**config.mk**
```make
export PLATFORM = sky130hd
export DESIGN_NAME = moa_seq_ctrl
export DESIGN_NICKNAME = d
export VERILOG_FILES = /design/src/rtl/moa_seq_ctrl.sv
export SDC_FILE = /design/constraint.sdc
export NUM_CORES = 1
export LEC_CHECK = 0
export CORE_MARGIN = 2
export CORE_UTILIZATION = 53
export DETAILED_ROUTE_END_ITERATION = 16
export PLACE_DENSITY_LB_ADDON = 0.12
export SLEW_MARGIN = 20
export SYNTH_ARGS = -nofsm -noshare
export SYNTH_HDL_FRONTEND = slang
export SYNTH_SLANG_ARGS = --single-unit
export TNS_END_PERCENT = 50
```
**constraint.sdc**
```tcl
create_clock -name clk -period 2.6 [get_ports clk]
set_clock_uncertainty 0.1 [all_clocks]
set_input_delay 0.52 -clock clk [delete_from_list [all_inputs] [get_ports clk]]
set_output_delay 0.52 -clock clk [all_outputs]
set_load 0.01 [all_outputs]
```
**src/rtl/moa_seq_ctrl.sv**
```systemverilog
// Sequential multi-operand approximate adder: exact high part, OR-merged low K bits.
// Define MOA_SEQ_EC_EN to add a COMP cycle that compensates lost carries.
module moa_seq_ctrl #(
    parameter int WIDTH = 16,
    parameter int K     = 4,
    parameter int MAXN  = 8,
    localparam int CW   = $clog2(MAXN + 1)
) (
    input  logic                  clk,
    input  logic                  rst,
    input  logic                  in_valid,
    output logic                  in_ready,
    input  logic [WIDTH-1:0]      in_data,
    input  logic                  in_last,
    output logic                  out_valid,
    input  logic                  out_ready,
    output logic [WIDTH+CW-1:0]   out_sum,
    output logic [CW-1:0]         out_cnt,
    output logic [CW-1:0]         out_err,
    output logic                  busy
);

    localparam int HW = WIDTH - K + CW;
    localparam int SW = WIDTH + CW;

`ifdef MOA_SEQ_EC_EN
    typedef enum logic [1:0] {IDLE, ACC, COMP, HOLD} state_t;
`else
    typedef enum logic [1:0] {IDLE, ACC, HOLD} state_t;
`endif

    state_t          state_q, state_d;
    logic [HW-1:0]   hi_q, hi_d;
    logic [K-1:0]    lo_q, lo_d;
    logic [CW-1:0]   n_q, n_d;
    logic [CW-1:0]   err_q, err_d;
    logic [SW-1:0]   out_sum_q, out_sum_d;
    logic [CW-1:0]   out_cnt_q, out_cnt_d;
    logic [CW-1:0]   out_err_q, out_err_d;

    logic [HW-1:0]   op_hi;
    logic [K-1:0]    op_lo;
    logic            accept;
    logic            group_end;
    logic            lost_carry;

    assign op_hi      = {{CW{1'b0}}, in_data[WIDTH-1:K]};
    assign op_lo      = in_data[K-1:0];
    assign in_ready   = (state_q == IDLE) || (state_q == ACC);
    assign accept     = in_valid && in_ready;
    assign lost_carry = |(lo_q & op_lo);

    assign out_valid = (state_q == HOLD);
    assign busy      = (state_q != IDLE);
    assign out_sum   = out_sum_q;
    assign out_cnt   = out_cnt_q;
    assign out_err   = out_err_q;

    always_comb begin
        state_d   = state_q;
        hi_d      = hi_q;
        lo_d      = lo_q;
        n_d       = n_q;
        err_d     = err_q;
        out_sum_d = out_sum_q;
        out_cnt_d = out_cnt_q;
        out_err_d = out_err_q;
        group_end = 1'b0;

        case (state_q)
            IDLE, ACC: begin
                if (accept) begin
                    if (state_q == IDLE) begin
                        hi_d  = op_hi;
                        lo_d  = op_lo;
                        n_d   = CW'(1);
                        err_d = '0;
                    end else begin
                        hi_d  = hi_q + op_hi;
                        lo_d  = lo_q | op_lo;
                        n_d   = n_q + CW'(1);
                        err_d = err_q + {{(CW-1){1'b0}}, lost_carry};
                    end
                    // Hitting MAXN closes the group even without in_last.
                    group_end = in_last || (n_d == CW'(MAXN));
                    if (group_end) begin
`ifdef MOA_SEQ_EC_EN
                        state_d = COMP;
`else
                        state_d   = HOLD;
                        out_sum_d = {hi_d, lo_d};
                        out_cnt_d = n_d;
                        out_err_d = err_d;
`endif
                    end else begin
                        state_d = ACC;
                    end
                end
            end
`ifdef MOA_SEQ_EC_EN
            COMP: begin
                // Each lost carry is worth on average half of the low-part weight.
                out_sum_d = {hi_q, lo_q} + (SW'(err_q) << (K - 1));
                out_cnt_d = n_q;
                out_err_d = err_q;
                state_d   = HOLD;
            end
`endif
            HOLD: begin
                if (out_ready) begin
                    state_d = IDLE;
                end
            end
            default: state_d = IDLE;
        endcase
    end

    always_ff @(posedge clk) begin
        if (rst) begin
            state_q   <= IDLE;
            hi_q      <= '0;
            lo_q      <= '0;
            n_q       <= '0;
            err_q     <= '0;
            out_sum_q <= '0;
            out_cnt_q <= '0;
            out_err_q <= '0;
        end else begin
            state_q   <= state_d;
            hi_q      <= hi_d;
            lo_q      <= lo_d;
            n_q       <= n_d;
            err_q     <= err_d;
            out_sum_q <= out_sum_d;
            out_cnt_q <= out_cnt_d;
            out_err_q <= out_err_d;
        end
    end

endmodule

```
# After elaboration in Yosys (flattened, before gate mapping)
# Index checks and enable logic that the tools add are counted.
# W data, S select, Z words.
# classes
reduce_logical	10
bitwise	2
addsub	3
n_mux	10
eq_ne	5
# op_table
cell	count
$mux W4	5
$add A16 B12 Y16	1
$mux W16	1
$mux W2	3
$add A4 B1 Y4	1
$add A4 B1 Y4 const B	1
$and A4 B4 Y4	1
$eq A4 B4 Y1 const B	1
$or A4 B4 Y4	1
$pmux W2 S2	1
$reduce_and A2 Y1	2
$reduce_or A4 Y1	1
$reduce_and A3 Y1	1
$eq A2 B1 Y1 const B	1
$eq A2 B2 Y1 const B	1
$logic_not A2 Y1	1
$logic_or A1 B1 Y1	2
$ne A2 B1 Y1 const B	1
$ne A2 B2 Y1 const B	1
$reduce_bool A2 Y1	1
$reduce_or A2 Y1	1
$logic_and A1 B1 Y1	1
# word_totals
in_bits	21
reg_bits	58
elab_cells	38
output_inout_bits	31

# Longest topological paths before layout
# logic_depth
ltp_word	10
mapped_depth	9

# Worst setup path after synthesis
# Ideal clock, no wire load.
# synth_path
path_kind	input to register
from	in in_data[4]
to	reg hi_q[8]
required_ps	2363
setup_ps	137
stages	8
path_slack_ps	134
t_arrival_ps	2229
path_cell_list	ha_1 > fa_1 > a21o_1 > a221oi_2 > o21ai_1 > xor2_1 > a22oi_1 > a211oi_1
# synth_via
elab_chain_cells	2
# synth_lines
element	line	text
from (decl)	13	input logic [WIDTH-1:0] in_data,
$add A16 B12 Y16	79	hi_d = hi_q + op_hi;
$mux W16	73	if (state_q == IDLE) begin
to (signal assigned)	130	hi_q <= hi_d;
to (decl)	33	logic [HW-1:0] hi_q, hi_d;
# Every way passes these cells.
# A chain may end at the register's enable or synchronous reset.

# Worst setup path after layout
# layout_path
from	in in_data[7]
to	reg hi_q[14]
# Same word-level chain as after synthesis.

==> results <==
- The flow ran to the end, and the final reports show no timing, DRC or antenna violations.
- The synthesis-to-layout area growth is 29.0%.
- Of the synthesized area, sequential elements account for 0.383.
- For this design, the slowest cell found on the critical path is sky130_fd_sc_hd__clkdlybuf4s50_1.
- The number of enable flip-flop cells after synthesis is 0.
- The first-pass GRT wire length is 12400 um.
- The worst setup path is of the in -> reg kind.
- Of the available clock period, the critical path in the final layout requires 0.970.
- After detailed placement, the total cell area comes to 3690 um^2.
- The clock transition at the registers of the reported paths is 70 ps.
- The path depth of the worst reg2reg path is 9.
- The routability congestion estimate is 0.828.
- After detailed routing, the average wire length per cell comes to 15.2 um.
- STA classifies the critical path startpoint as an input pin.
- The post-route cell area is 3910 um^2.
- For the worst setup path, the data required time is 2770 ps.
- The number of buffers added by the clock tree synthesis step is 9.
- The leftover overflow at the end of global routing is 0.
- The tightest min-delay check is of the reg -> reg type.
- In this run, post-CTS hold repair placed 0 buffers.
- In the layout the commonest cells are sky130_fd_sc_hd__dfxtp_1 (58), sky130_fd_sc_hd__nor2_1 (48), sky130_fd_sc_hd__clkdlybuf4s50_1 (48).
- The post-layout instance count excluding filler cells is 495.
- The total count of hold-check failures in the final report is 0.
- Data arrives at the worst endpoint at 2690 ps.
- During I/O placement, the number of pins put on the boundary was 52.
- The total global-route track usage is 0.250.
- The pin slew with the least headroom to its limit is 547 ps.
- The proportion of register bits with asynchronous set or reset after synthesis is 0.
- For this run, the top clock speed supported by timing is 0.396 GHz.
- The commonest register cell after synthesis is sky130_fd_sc_hd__dfxtp_1.
- Yosys mapped the design onto 55 distinct sky130hd cell types.
- Together, buffers and inverters on the worst path number 2.
- The routed layout has 2808 vias.
- The post-synthesis average cell area is 8.71 um^2.
- The effective utilization at floorplan is 0.550.
- The maximum number of pins on one net before global-route repair is 32.
- The cell sitting at the root of the clock tree is a sky130_fd_sc_hd__clkbuf_8.
- The chip width is 79.6 um.
- The first detailed-routing pass ran for 4 iterations.
- On the worst path, the slowest cell contributes a delay of 430 ps.
- The worst pin sits at a relative slew slack of 0.635.
- The library cell used most frequently in the layout, excluding fill and tap cells, is sky130_fd_sc_hd__dfxtp_1.
- The clock passes through at most 2 buffers.
- The critical path depth in cells is 9.
- Broken down by cell family, the worst path's largest delay share belongs to simple AND/OR/NAND/NOR gates.
- IR analysis of the VDD net gives a maximum drop of 449 uV.
- For this design the static power due to leakage is 1.53 nW.
- In the post-synthesis netlist, the biggest area contributors are sky130_fd_sc_hd__dfxtp_1 (38%), sky130_fd_sc_hd__ha_1 (6.2%), sky130_fd_sc_hd__nor2_1 (5.9%), sky130_fd_sc_hd__a21oi_1 (4.8%), sky130_fd_sc_hd__a211oi_1 (4.5%).
- After layout, the worst setup slack is 77.1 ps.
- The area of the mapped netlist is 3030 um^2.
- TritonCTS built the clock tree.
- Across all hold checks on the routed design, the worst slack comes to 352 ps.
- The max-cap violation count is 0.
- At the end of the flow, the number of nets in the layout was 455.
- The die covers 6340 um^2.
- The number of failing setup endpoints in the final timing report is 0.
- The count of clock tree sinks is 58.
- The cell count of the worst hold path is 2.
- The detailed router finished its first iteration with 125 violations.
- The standard cell core area is 5510 um^2.
- The initial antenna violation count came to 0.
- The share of the synthesized area in the top cell type is 0.383.
- The number of remaining DRC errors is 0.
- The number of antenna repair diodes is 0.
- The placed wire-length estimate after detailed placement is 5350 um.
- The average via count per standard cell is 5.67.
- The source-to-sink clock delay at the later pin of the worst-skew pair is 340 ps.
- The post-route antenna net violation count is 0.
- Across all register-to-register paths, the minimum setup slack is 350 ps.
- Prior to clock tree synthesis, the placed netlist has a worst setup slack of -366 ps.
- Setup repair after global routing could not meet its margin everywhere.
- sky130_fd_sc_hd__dfxtp_1 takes more of the synthesized area than any other cell.
- The nature of the critical path endpoint is a flip-flop.
- After detailed placement, the design holds a cell count of 478.
- The peak fanout along the critical path is 4.
- During synthesis, Yosys emitted a total of 0 warnings.
- The critical path goes through clkdlybuf4s50_1, ha_1, and3_1, a221oi_2, buf_4, o211ai_2, nand4_2, or3_1, a31oi_1.
- The number of port buffers is 51.
- Power spread over the standard cell area amounts to 569 nW/um^2.
- The number of global-route vias before repair came to 2704.
- The cell count after synthesis came out at 348.
- The number of H-tree levels is 3.
- The number of pins exceeding their max-slew limit in the final report was 0.
- The count of fill cells added during filler insertion is 464.
- The flip-flop and latch count after synthesis is 58.
- The cell row count is 27.
- The clock period could shrink to 2520 ps.
- The die outline height is 79.6 um.
- Of the cells placed in the final design, the portion with a size suffix greater than 1 is 0.154.
- The total nets after synthesis is 385.
- For this block, the routed nets add up to 7530 um of wire.
==> what timing repair did <==
action	in CTS	in global routing
cloned	0	0
endpoints found under the hold margin	0	0
setup endpoints to repair	2	17
pin swaps	2	10
resized for setup	1	7
setup buffers	0	1
==> metal layers <==
metal / global-route usage / wire [um] / vias up
met4: 0.126 / 130 / 0
met3: 0.0441 / 363 / 11
met1: 0.328 / 3650 / 1318
met2: 0.393 / 3380 / 73
met5: 0 / 0 / -
li1: - / - / 1406
==> flip-flops by register name (all words and copies together) (netlist names) <==
name / count
out_sum: 20
err_q: 4
lo_q: 4
out_err: 4
n_q: 4
state_q: 2
hi_q: 16
out_cnt: 4
==> cell families after synthesis <==
logic type,after synthesis,synth area share
AO/OA/AOI/OAI,100,0.242
XOR/XNOR,15,0.0434
adder cells (fa/ha/maj),16,0.0685
buffers and inverters,23,0.0471
flip-flops,58,0.383
multiplexers,5,0.0178
AND/OR/NAND/NOR,131,0.198
==> Yosys cell counts (all sizes together), types with 2 or more instances <==
cell and n:
dfxtp 58, nor2 51, nand2 34, a21oi 29, a211oi 19, ha 15
nand3 14, nor3 14, clkbuf 11, o21ai 9, xnor2 9, a22oi 7
buf 7, or3 6, xor2 6, a311oi 5, mux2i 5, a21o 4
a22o 4, a31oi 4, inv 4, o211ai 4, o21a 4, a221oi 3
o31ai 3, and2 2, and3 2, nand3b 2, nand4 2
==> metrics by stage <==
step	setup TNS, ps	util	power (mW)
after floorplan	0	-	1.30
after global placement	-4740	0.671	1.48
after detailed placement	-5500	0.671	1.49
after CTS	0	0.702	2.22
after global routing	-18.2	0.710	2.32
final	0	0.710	2.22
==> where the power goes <==
group	switching (mW)	internal, mW	total (mW)
Sequential	0.0319	0.935	0.967
Combinational	0.280	0.242	0.522
Clock	0.369	0.366	0.736
==> path summary, 6_finish.rpt <==
kind         startpoint          to
max          in_data[7]    hi_q[14]
min          out_err[3]  out_err[3]
max reg2reg     hi_q[0]    hi_q[14]
min reg2reg  out_err[3]  out_err[3]
==> worst register-to-register path, delay by kind of cell (launching register included) <==
| family | cells | cell delay [ps] |
|---|---|---|
| AO/OA/AOI/OAI | 4 | 620 |
| flip-flops | 1 | 340 |
| AND/OR/NAND/NOR | 2 | 560 |
| buffers and inverters | 1 | 150 |
| adder cells (fa/ha/maj) | 2 | 400 |
==> cell type report <==
cell class | instances | area [um^2] | area share
multi-input cells | 267 | 1760 | 0.450
repair buffers | 78 | 713 | 0.182
clock inverters | 5 | 30.0 | 0.00768
inverters | 4 | 15.0 | 0.00384
flip-flops and latches | 58 | 1160 | 0.297
well taps | 72 | 90.1 | 0.0230
clock buffers | 11 | 141 | 0.0362
Note: power is estimated with default switching activity, not from simulation.
